<file path="config.mk">
export PLATFORM = sky130hd
export DESIGN_NAME = flex_down_timer
export DESIGN_NICKNAME = d
export VERILOG_FILES = /design/src/rtl/flex_timer_pkg.sv /design/src/rtl/flex_prescaler.sv /design/src/rtl/flex_down_timer.sv
export SDC_FILE = /design/constraint.sdc
export NUM_CORES = 1
export LEC_CHECK = 0
export CORE_MARGIN = 2
export CORE_UTILIZATION = 23
export CTS_CLUSTER_SIZE = 30
export DETAILED_ROUTE_END_ITERATION = 8
export MAX_ROUTING_LAYER = met4
export PLACE_DENSITY = 0.56
export SYNTH_ARGS = -nofsm -noshare
export SYNTH_HDL_FRONTEND = slang
export SYNTH_SLANG_ARGS = --single-unit
</file>
<file path="constraint.sdc">
create_clock -name clk -period 1.93 [get_ports clk]
set_clock_uncertainty 0.15 [all_clocks]
set_input_delay 0.2895 -clock clk [delete_from_list [all_inputs] [get_ports clk]]
set_output_delay 0.2895 -clock clk [all_outputs]
set_load 0.05 [all_outputs]
</file>
<file path="src/rtl/flex_timer_pkg.sv">
// Shared types for the flex down-counting timer.
package flex_timer_pkg;

  // Timer FSM: IDLE holds the count, RUN lets prescaler ticks decrement it.
  typedef enum logic {
    IDLE = 1'b0,
    RUN  = 1'b1
  } timer_state_t;

endpackage

</file>
<file path="src/rtl/flex_prescaler.sv">
// Prescaler: emits one tick every prescale_val+1 enabled cycles.
module flex_prescaler #(
  parameter int NUM_PRE_BITS = 4
) (
  input  logic                    clk,
  input  logic                    n_rst,
  input  logic                    clear,
  input  logic                    enable,
  input  logic [NUM_PRE_BITS-1:0] prescale_val,
  output logic                    tick
);

  localparam logic [NUM_PRE_BITS-1:0] PRE_ONE = NUM_PRE_BITS'(1);

  logic [NUM_PRE_BITS-1:0] pre_cnt;
  logic                    at_limit;

  // >= rather than == so a mid-run reduction of prescale_val cannot overshoot.
  assign at_limit = (pre_cnt >= prescale_val);
  assign tick     = enable & at_limit & ~clear;

  // Prescale counter: restarts on clear, holds while disabled, wraps at the limit.
  always_ff @(posedge clk or negedge n_rst) begin
    if (!n_rst) begin
      pre_cnt <= '0;
    end else if (clear) begin
      pre_cnt <= '0;
    end else if (enable) begin
      if (at_limit) pre_cnt <= '0;
      else          pre_cnt <= pre_cnt + PRE_ONE;
    end
  end

endmodule

</file>
<file path="src/rtl/flex_down_timer.sv">
// Loadable down-counting timer with prescaler, one-shot and auto-reload modes.
module flex_down_timer
  import flex_timer_pkg::*;
#(
  parameter int NUM_CNT_BITS = 4,
  parameter int NUM_PRE_BITS = 4
) (
  input  logic                    clk,
  input  logic                    n_rst,
  input  logic                    clear,
  input  logic                    load,
  input  logic [NUM_CNT_BITS-1:0] load_val,
  input  logic                    count_enable,
  input  logic                    auto_reload,
  input  logic [NUM_PRE_BITS-1:0] prescale_val,
  output logic [NUM_CNT_BITS-1:0] count_out,
  output logic                    zero_flag,
  output logic                    expire_pulse,
  output logic                    running
);

  localparam logic [NUM_CNT_BITS-1:0] CNT_ONE = NUM_CNT_BITS'(1);

  timer_state_t            state, state_next;
  logic [NUM_CNT_BITS-1:0] count_next;
  logic [NUM_CNT_BITS-1:0] reload_reg, reload_next;
  logic                    expire_next;
  logic                    tick;

  assign running   = (state == RUN);
  assign zero_flag = (count_out == '0);

  // Load also restarts the prescaler so the first tick lands prescale_val+1 cycles later.
  flex_prescaler #(
    .NUM_PRE_BITS (NUM_PRE_BITS)
  ) u_prescaler (
    .clk          (clk),
    .n_rst        (n_rst),
    .clear        (clear | load),
    .enable       (running & count_enable),
    .prescale_val (prescale_val),
    .tick         (tick)
  );

  // State, count, reload and expire registers.
  always_ff @(posedge clk or negedge n_rst) begin
    if (!n_rst) begin
      state        <= IDLE;
      count_out    <= '0;
      reload_reg   <= '0;
      expire_pulse <= 1'b0;
    end else begin
      state        <= state_next;
      count_out    <= count_next;
      reload_reg   <= reload_next;
      expire_pulse <= expire_next;
    end
  end

  // Next-state logic, priority clear > load > tick; expire defaults low every cycle.
  always_comb begin
    state_next  = state;
    count_next  = count_out;
    reload_next = reload_reg;
    expire_next = 1'b0;
    if (clear) begin
      count_next = '0;
      state_next = IDLE;
    end else if (load) begin
      count_next  = load_val;
      reload_next = load_val;
      state_next  = (load_val != '0) ? RUN : IDLE;
    end else if (tick) begin
      // Ticks only occur in RUN, where the count is never 0.
      if (count_out > CNT_ONE) begin
        count_next = count_out - CNT_ONE;
      end else begin
        expire_next = 1'b1;
        if (auto_reload) begin
          // Skip 0 so the period is exactly reload_reg ticks.
          count_next = reload_reg;
        end else begin
          count_next = '0;
          state_next = IDLE;
        end
      end
    end
  end

endmodule

</file>
======== After elaboration in Yosys (flattened, before gate mapping) ========
Cells that the tools add are included.
storage, ports and cells
  bits in registers ....................... 14
  output and inout port bits .............. 7
  word-level logic and storage cells ...... 41
  input port bits ......................... 14
operators by class
  equal/unequal tests ..................... 2
  reductions and logical operators ........ 6
  order comparisons ....................... 2
  mux-type cells .......................... 18
  $add $sub $neg .......................... 2
  bitwise gates (word level) .............. 6
operator list
  cell                 number
  $mux 4               8
  $mux 1               10
  $ne 3x3->1 const B   2
  $add 4x1->4 const B  1
  $ge 4x4->1           1
  $gt 4x1->1 const B   1
  $logic_not 4->1      1
  $reduce_bool 4->1    1
  $sub 4x1->4 const B  1
  $and 1x1->1          3
  $reduce_and 3->1     1
  $reduce_bool 3->1    1
  $not 1->1            2
  $reduce_and 2->1     1
  $reduce_bool 2->1    1
  $or 1x1->1           1

======== Logic depth before layout (Yosys ltp) ========
Gate-level depths: netlist of run 1.
  word-level depth ........................ 6
  gate-level depth with buffers ........... 7

======== Modules after synthesis ========
From an unflattened synthesis of run 1, not the netlist that was laid out.
unflattened totals
  cell total of the unflattened synthesis .. 99
  area, all modules ....................... 977.2 um2
modules (own cells, without submodules)
  module           times used  area an instance (um2)  cells each  sequential area each (um2)
  flex_down_timer  1           634.4                   64          250.2
  flex_prescaler   1           342.8                   35          100.1

======== Worst setup path before layout of run 1 ========
No wires, ideal clock.
  path kind ............................... reg-to-reg
  start ................................... register count_out[0]
  end ..................................... register count_out[2]
  period minus slack after synthesis ...... 1.954 ns
  setup slack ............................. -0.024 ns
  buffers on the path ..................... 0
  required time ........................... 1.702 ns
  arrival time ............................ 1.726 ns
  stages on the path, launching flop included .. 7
  cell sequence ........................... dfrtp_1 > inv_1 > ha_1 > nor2_1 > or4_1 > a21oi_1 > o2bb2ai_1
between the ends
  longest elaborated chain between the ends .. 5
  elaborated cells on any way between the ends .. 6
  those cells by class .................... add/sub: 1; order compare: 1; mux: 4
RTL lines
  item                                              RTL line                                      RTL
  start: declaration                                flex_down_timer.sv:16                         output logic [NUM_CNT_BITS-1:0] count_out,
  start signal: assignment                          flex_down_timer.sv:54                         count_out <= count_next;
  $sub 4x1->4 / $gt 4x1->1 (equally long branches)  flex_down_timer.sv:76, flex_down_timer.sv:75
  $mux 4 *                                          flex_down_timer.sv:75                         if (count_out > CNT_ONE) begin
  $mux 4 *                                          flex_down_timer.sv:73                         end else if (tick) begin
  $mux 4 *                                          flex_down_timer.sv:69                         end else if (load) begin
  $mux 4 *                                          flex_down_timer.sv:66                         if (clear) begin
Every way passes the cells marked *; elsewhere a longest branch is shown, timed or not. The select of a mux whose other input is x is not followed.
A chain may end at the register's enable or synchronous reset.

======== Final worst setup path of run 1 ========
  start ................................... input port prescale_val[3]
  end ..................................... register expire_pulse
between the ends
  longest elaborated chain between the ends .. 6
RTL lines
  item                       RTL line               RTL
  start: declaration         flex_down_timer.sv:15  input logic [NUM_PRE_BITS-1:0] prescale_val,
  $ge 4x4->1                 flex_prescaler.sv:19   assign at_limit = (pre_cnt >= prescale_val);
  $and 1x1->1 (2 in series)  flex_prescaler.sv:20   assign tick = enable & at_limit & ~clear;
  $mux 1                     flex_down_timer.sv:73
  $mux 1                     flex_down_timer.sv:69
  $mux 1                     flex_down_timer.sv:66
  net expire_next            flex_down_timer.sv:27  logic expire_next;
  end signal: assignment     flex_down_timer.sv:56  expire_pulse <= expire_next;
  end: declaration           flex_down_timer.sv:18  output logic expire_pulse,
The timed path passes the listed nets, and every way through them passes these cells.

==> out/metrics.yaml, run 1 <==
cap_violations: 0
first_global_vias: 887
fillers: 404
netlist.area_leader.share_pct: 38.1
fin_cells: 189
start_util_pct: 24.6
slew_headroom_pct: 67.5
p_leak_nw: 0.615
ys_ff_latch: 14
post-route-drc-count: 0
internal-power_mw: 0.640
tightest_slew_ns: 0.485
dieArea_sq_um: 4520
io_pins: 21
cp.required_ns: 1.92
run_status: "finished, final reports clean"
dieHeight_microns: 67.2
syn-instance-count: 107
peakVddDrop_mv: 0.302
crit_fanout: 5
row_count: 22
r2r-end: "count_out[3]$_DFFE_PN0P_"
power.clock.fraction_pct: 30.7
clock-sinks: 14
syn_nets: 129
grt_max_degree: 9
cts_tree: "yes"
cts_buffers: 3
core_area_sq_um: 3740
netlist_area_sq_um: 920
area_growth_pct: 47.2
grt_usage_pct: 11.8
r2r_slack_ns: 0.07
clockBufferDepth: 2
seq_power_share_pct: 35.7
finalHoldViolations: 0
yosysSeqAreaShare_pct: 38.1
wire_per_inst_microns: 12.5
chipWidth_microns: 67.2
drive_gt1_share_pct: 25.5
yosys.area.top_type: "dfrtp_1"
synthFlopType: "dfrtp_1"
yosysMostFrequentCell: "nand2_1"
power_frac_comb_pct: 33.6
clkSlewWorstSetupHoldPaths_ns: 0.06
wirelength_microns: 2360
avgSynthCellArea_sq_um: 8.59
post-dp-hpwl_microns: 1860
timing.rr.start: "u_prescaler.pre_cnt[0]$_DFFE_PN0P_"
vias: 876
rsz0062_at_grt: "yes"
switchingPower_mw: 0.293
cts_max_level: 1
fin_hold_ws_ns: 0.158
fin_nets: 164
min_period_ns: 1.87
timing.final.crit_share_pct: 97.1
p_sw_share_pct: 31.4
place.gp.congestion: 0.829
synthArstFlopShare_pct: 100
max_freq_mhz: 534
diodes: 0
synthTopCellsByCount: "17 x nand2_1, 14 x dfrtp_1, 9 x a21oi_1, 9 x inv_1, 8 x ha_1"
yosysWarnings: 0
clock-root-buffer: "clkbuf_8"
synthTopCellsByArea: "dfrtp_1 38%, ha_1 11%, nand2_1 6.9%"
port_buffers: 20
grt.overflow.total: 0
clk_latency_ns: 0.25
power_density_nw_per_um2: 690
yosysUniqueCellTypes: 34
start_kind: "input port"
finalSetupViolCount: 0
critPathArrivalTime_ns: 1.87
cp-end-kind: "register"
via_per_inst: 4.63
r2r_cells: 6
first_iter_violations: 42
antenna_left: 0
worstSetupPathType: "in -> reg"
hold_path.class: "in -> async"
firstDrtPassIters: 4
slew_violations: 0
antenna_found_initial: 0
setup-tns-final_ns: 0
dp.cells: 182
grt_pass1_wl_microns: 3870
synth-edff-count: 0
## cell usage in the layout (no fill, tap or decap), types with 3 or more instances in the layout
master	n
a21oi_1	9
clkdlybuf4s50_1	13
nor3_1	5
clkbuf_8	4
mux2i_1	3
dfrtp_1	12
ha_1	8
nand2_1	17
nand3_1	3
inv_1	9
buf_4	17
nor2_1	6
## worst max-delay path: stages
cell	delay, ns
clkdlybuf4s50_1	0.45
inv_1	0.04
ha_1	0.29
o211ai_1	0.09
o21a_2	0.28
buf_6	0.14
nor4_2	0.29
## cell type report
| class | count | area [sq um] | area share, % |
|---|---|---|---|
| timing repair buffer | 33 | 302 | 22.3 |
| sequential | 14 | 353 | 26.1 |
| clock buffer | 4 | 55.1 | 4.07 |
| inverter | 9 | 33.8 | 2.50 |
| tap | 48 | 60.1 | 4.44 |
| multi-input combinational | 81 | 551 | 40.7 |
## stage by stage
step / area, sq um / setup WS (ns) / util, % / power (mW)
4_1_cts: 1300 / 0.0184 / 34.8 / 0.927
5_1_grt: 1350 / -0.0405 / 36.2 / 0.994
6_report: 1350 / 0.0559 / 36.2 / 0.934
3_3_place_gp: 1240 / -0.249 / 33.2 / 0.634
2_1_floorplan: 922 / 0.0646 / - / 0.505
3_5_place_dp: 1240 / -0.334 / 33.2 / 0.636
## metal layers
layer / track usage [%] / share of wire [%] / vias up
met5: - / 0 / -
met4: 4.59 / 1.7 / 0
met3: 2.67 / 4.2 / 5
met2: 18.8 / 49 / 15
met1: 14.6 / 45 / 407
li1: - / - / 449
## cell families after synthesis
kind of cell             synth area share, %
buffers and inverters                   5.03
AND/OR/NAND/NOR                         25.3
multiplexers                            4.49
AO/OA/AOI/OAI                           14.3
adder cells (fa/ha/maj)                 10.9
flip-flops                              38.1
XOR/XNOR                                1.91
## power groups by stage
| stage | combinational, mW | sequential [mW] | clock (mW) |
|---|---|---|---|
| after floorplan | 0.129 | 0.376 | 0 |
| after global placement | 0.295 | 0.339 | 0 |
| after detailed placement | 0.297 | 0.339 | 0 |
| after CTS | 0.299 | 0.334 | 0.294 |
| after global routing | 0.346 | 0.335 | 0.313 |
| final | 0.314 | 0.333 | 0.287 |
## repair_timing
action,CTS,global route
setup endpoints to repair,3,8
hold buffers,0,0
pin swaps,0,6
buffers inserted,0,3
resized for setup,1,7
## worst max path at each step
stage | start | end | slack (ns)
6_report | prescale_val[3] | expire_pulse$_DFF_PN0_ | 0.06
3_3_place_gp | prescale_val[3] | count_out[1]$_DFFE_PN0P_ | -0.25
4_1_cts | prescale_val[3] | count_out[1]$_DFFE_PN0P_ | 0.02
5_1_grt | u_prescaler.pre_cnt[0]$_DFFE_PN0P_ | count_out[3]$_DFFE_PN0P_ | -0.04
2_1_floorplan | count_out[2]$_DFFE_PN0P_ | count_out[2]$_DFFE_PN0P_ | 0.06
3_5_place_dp | prescale_val[3] | count_out[1]$_DFFE_PN0P_ | -0.33
(Power assumes the default switching activity.)
==> run 2, diff against run 1 <==
- CORE_UTILIZATION: 23 -> 44
- PLACE_DENSITY: 0.56 -> 0.86
==> run 2 against run 1 <==
  * Sequential share of layout area grew 2.1 points
  * Wire length shrank 12%
  * Cell count shrank 13%
  * Non-clock buffer count shrank 3
  * Power shrank 11%
  * Count of clock-buffer cells in the layout is the same
  * Fmax grew 1.8%
  * Design area shrank 7.4%
  * Sequential cell count is the same
  * Worst hold slack lost 0.0021 ns
  * Critical path type is now reg -> reg
  * Critical endpoint is now count_out[2]$_DFFE_PN0P_
  * Largest cell class unchanged
  * Highest routed layer unchanged
==> out/metrics.yaml, run 2 (synthesis results as in run 1) <==
run_status: "finished, final reports clean"
cp.required_ns: 1.99  # +0.07 ns
wire_per_inst_microns: 12.6  # +1.0%
clk_latency_ns: 0.28  # +0.03 ns
slew_headroom_pct: 67.1  # -0.46 points
area_growth_pct: 36.3
cts_tree: "yes"
io_pins: 21  # unchanged
fin_hold_ws_ns: 0.156  # -0.00214 ns
antenna_found_initial: 0  # unchanged
first_global_vias: 877  # -1.1%
power_density_nw_per_um2: 665  # -3.5%
p_leak_nw: 0.579  # -6.0%
place.gp.congestion: 0.919  # +11%
dieHeight_microns: 49.7  # -26%
top_layer: "met4"
rsz0062_at_grt: "no"
ctsHoldBuffers: 0  # unchanged
wl_met2_microns: 1060  # -7.7%
grt_pass1_wl_microns: 3590  # -7.1%
cts_max_level: 1  # unchanged
cp-end-kind: "register"
min_period_ns: 1.84  # -0.0337 ns
via_per_inst: 5.28  # +14%
p_total_mw: 0.834  # -11%
diodes: 0  # unchanged
dieArea_sq_um: 2470  # -45%
cts_setup_buffers: 0  # unchanged
crit_fanout: 4  # -1
start_util_pct: 46.9  # +22 points
clockBufferDepth: 2  # unchanged
clock-root-buffer: "clkbuf_4"
clkSlewWorstSetupHoldPaths_ns: 0.09  # +0.03 ns
grt_usage_pct: 19.5  # +7.7 points
post-place-ws_ns: -0.207  # +0.127 ns
timing.rr.start: "count_out[1]$_DFFE_PN0P_"
r2r-end: "count_out[2]$_DFFE_PN0P_"
max_freq_mhz: 543  # +1.8%
first_iter_violations: 10  # -76%
critPathArrivalTime_ns: 1.90  # +0.03 ns
clock-sinks: 14  # unchanged
post-route-drc-count: 0  # unchanged
fin_nets: 161  # -1.8%
drt-met1-wl_microns: 878  # -18%
cap_violations: 0  # unchanged
r2r_slack_ns: 0.09  # +0.02 ns
grt_max_degree: 15  # +6
chipWidth_microns: 49.7  # -26%
cts_resized: 0  # -1
timing.final.crit_share_pct: 95.4  # -1.7 points
vias: 872  # -0.46%
mostFrequentLayoutCell: "nand2_1"
wirelength_microns: 2080  # -12%
setup_ws_ns: 0.0896  # +0.0337 ns
slew_violations: 0  # unchanged
worstSetupPathType: "reg -> reg"
port_buffers: 20  # unchanged
hold_path.class: "in -> async"
drive_gt1_share_pct: 21.0  # -4.5 points
final_util_pct: 63.9  # +28 points
cts_buffers: 3  # unchanged
setup-tns-final_ns: 0  # unchanged
r2r_cells: 6  # unchanged
most-common-layout-cells: "17 x nand2_1, 15 x buf_4, 14 x clkdlybuf4s50_1"
firstDrtPassIters: 4  # unchanged
wl_met3_microns: 109  # +9.0%
tightest_slew_ns: 0.492  # +0.00683 ns
row_count: 16  # -27%
start_kind: "register"
grt.overflow.total: 0  # unchanged
post-dp-hpwl_microns: 1730  # -7.2%
antenna_left: 0  # unchanged
finalSetupViolCount: 0  # unchanged
finalHoldViolations: 0  # unchanged
core_area_sq_um: 1960  # -48%
peakVddDrop_mv: 0.371  # +23%
-- run 2: changes by cell type in the layout (fill, tap and decap cells not counted), moves of 2 or more --
| cell | change |
|---|---|
| clkbuf_4 | +3 |
| nor4_2 | -2 |
| nor4_1 | +2 |
| buf_4 | -2 |
| clkbuf_8 | -3 |
-- run 2: worst max path at each step --
stage | startpoint | to | slack [ns]
detailed placement | prescale_val[1] | count_out[1]$_DFFE_PN0P_ | -0.21
finish | count_out[1]$_DFFE_PN0P_ | count_out[2]$_DFFE_PN0P_ | 0.09
CTS | expire_pulse$_DFF_PN0_ | expire_pulse | 0.08
floorplan | count_out[2]$_DFFE_PN0P_ | count_out[2]$_DFFE_PN0P_ | 0.06
global placement | prescale_val[1] | count_out[1]$_DFFE_PN0P_ | -0.16
global route | count_out[2]$_DFFE_PN0P_ | zero_flag | 0.01
-- run 2: critical path: stages, from the launching register on --
cell	delay (ns)
dfrtp_2	0.42
inv_1	0.13
ha_1	0.21
nor2_1	0.09
or4_1	0.47
a21oi_1	0.17
o2bb2ai_1	0.13
-- run 2: routing by layer --
metal  vias up  GRT usage (%)
li1        440              -
met1       401           21.4
met2        27           34.4
met3         4           3.33
met4         0           8.80
met5         -              -
-- run 2: cell type report --
class	count	area (sq um)
fillers	179	708
multi-input cells	81	524
flip-flops and latches	14	353
repair buffers	30	273
clock buffers	4	36.3
inverters	9	33.8
well taps	27	33.8
-- run 2: metrics by stage --
step	instance area (sq um)	std cells
after floorplan	922	107
after global placement	1220	161
after detailed placement	1220	161
after CTS	1250	165
after global routing	1250	165
final	1250	165
-- run 2: report_power, final --
group	internal (mW)	total [mW]	switching, mW
sequential	0.316	0.333	0.0163
clock	0.115	0.212	0.0977
combinational	0.129	0.289	0.160
total	0.560	0.834	0.274
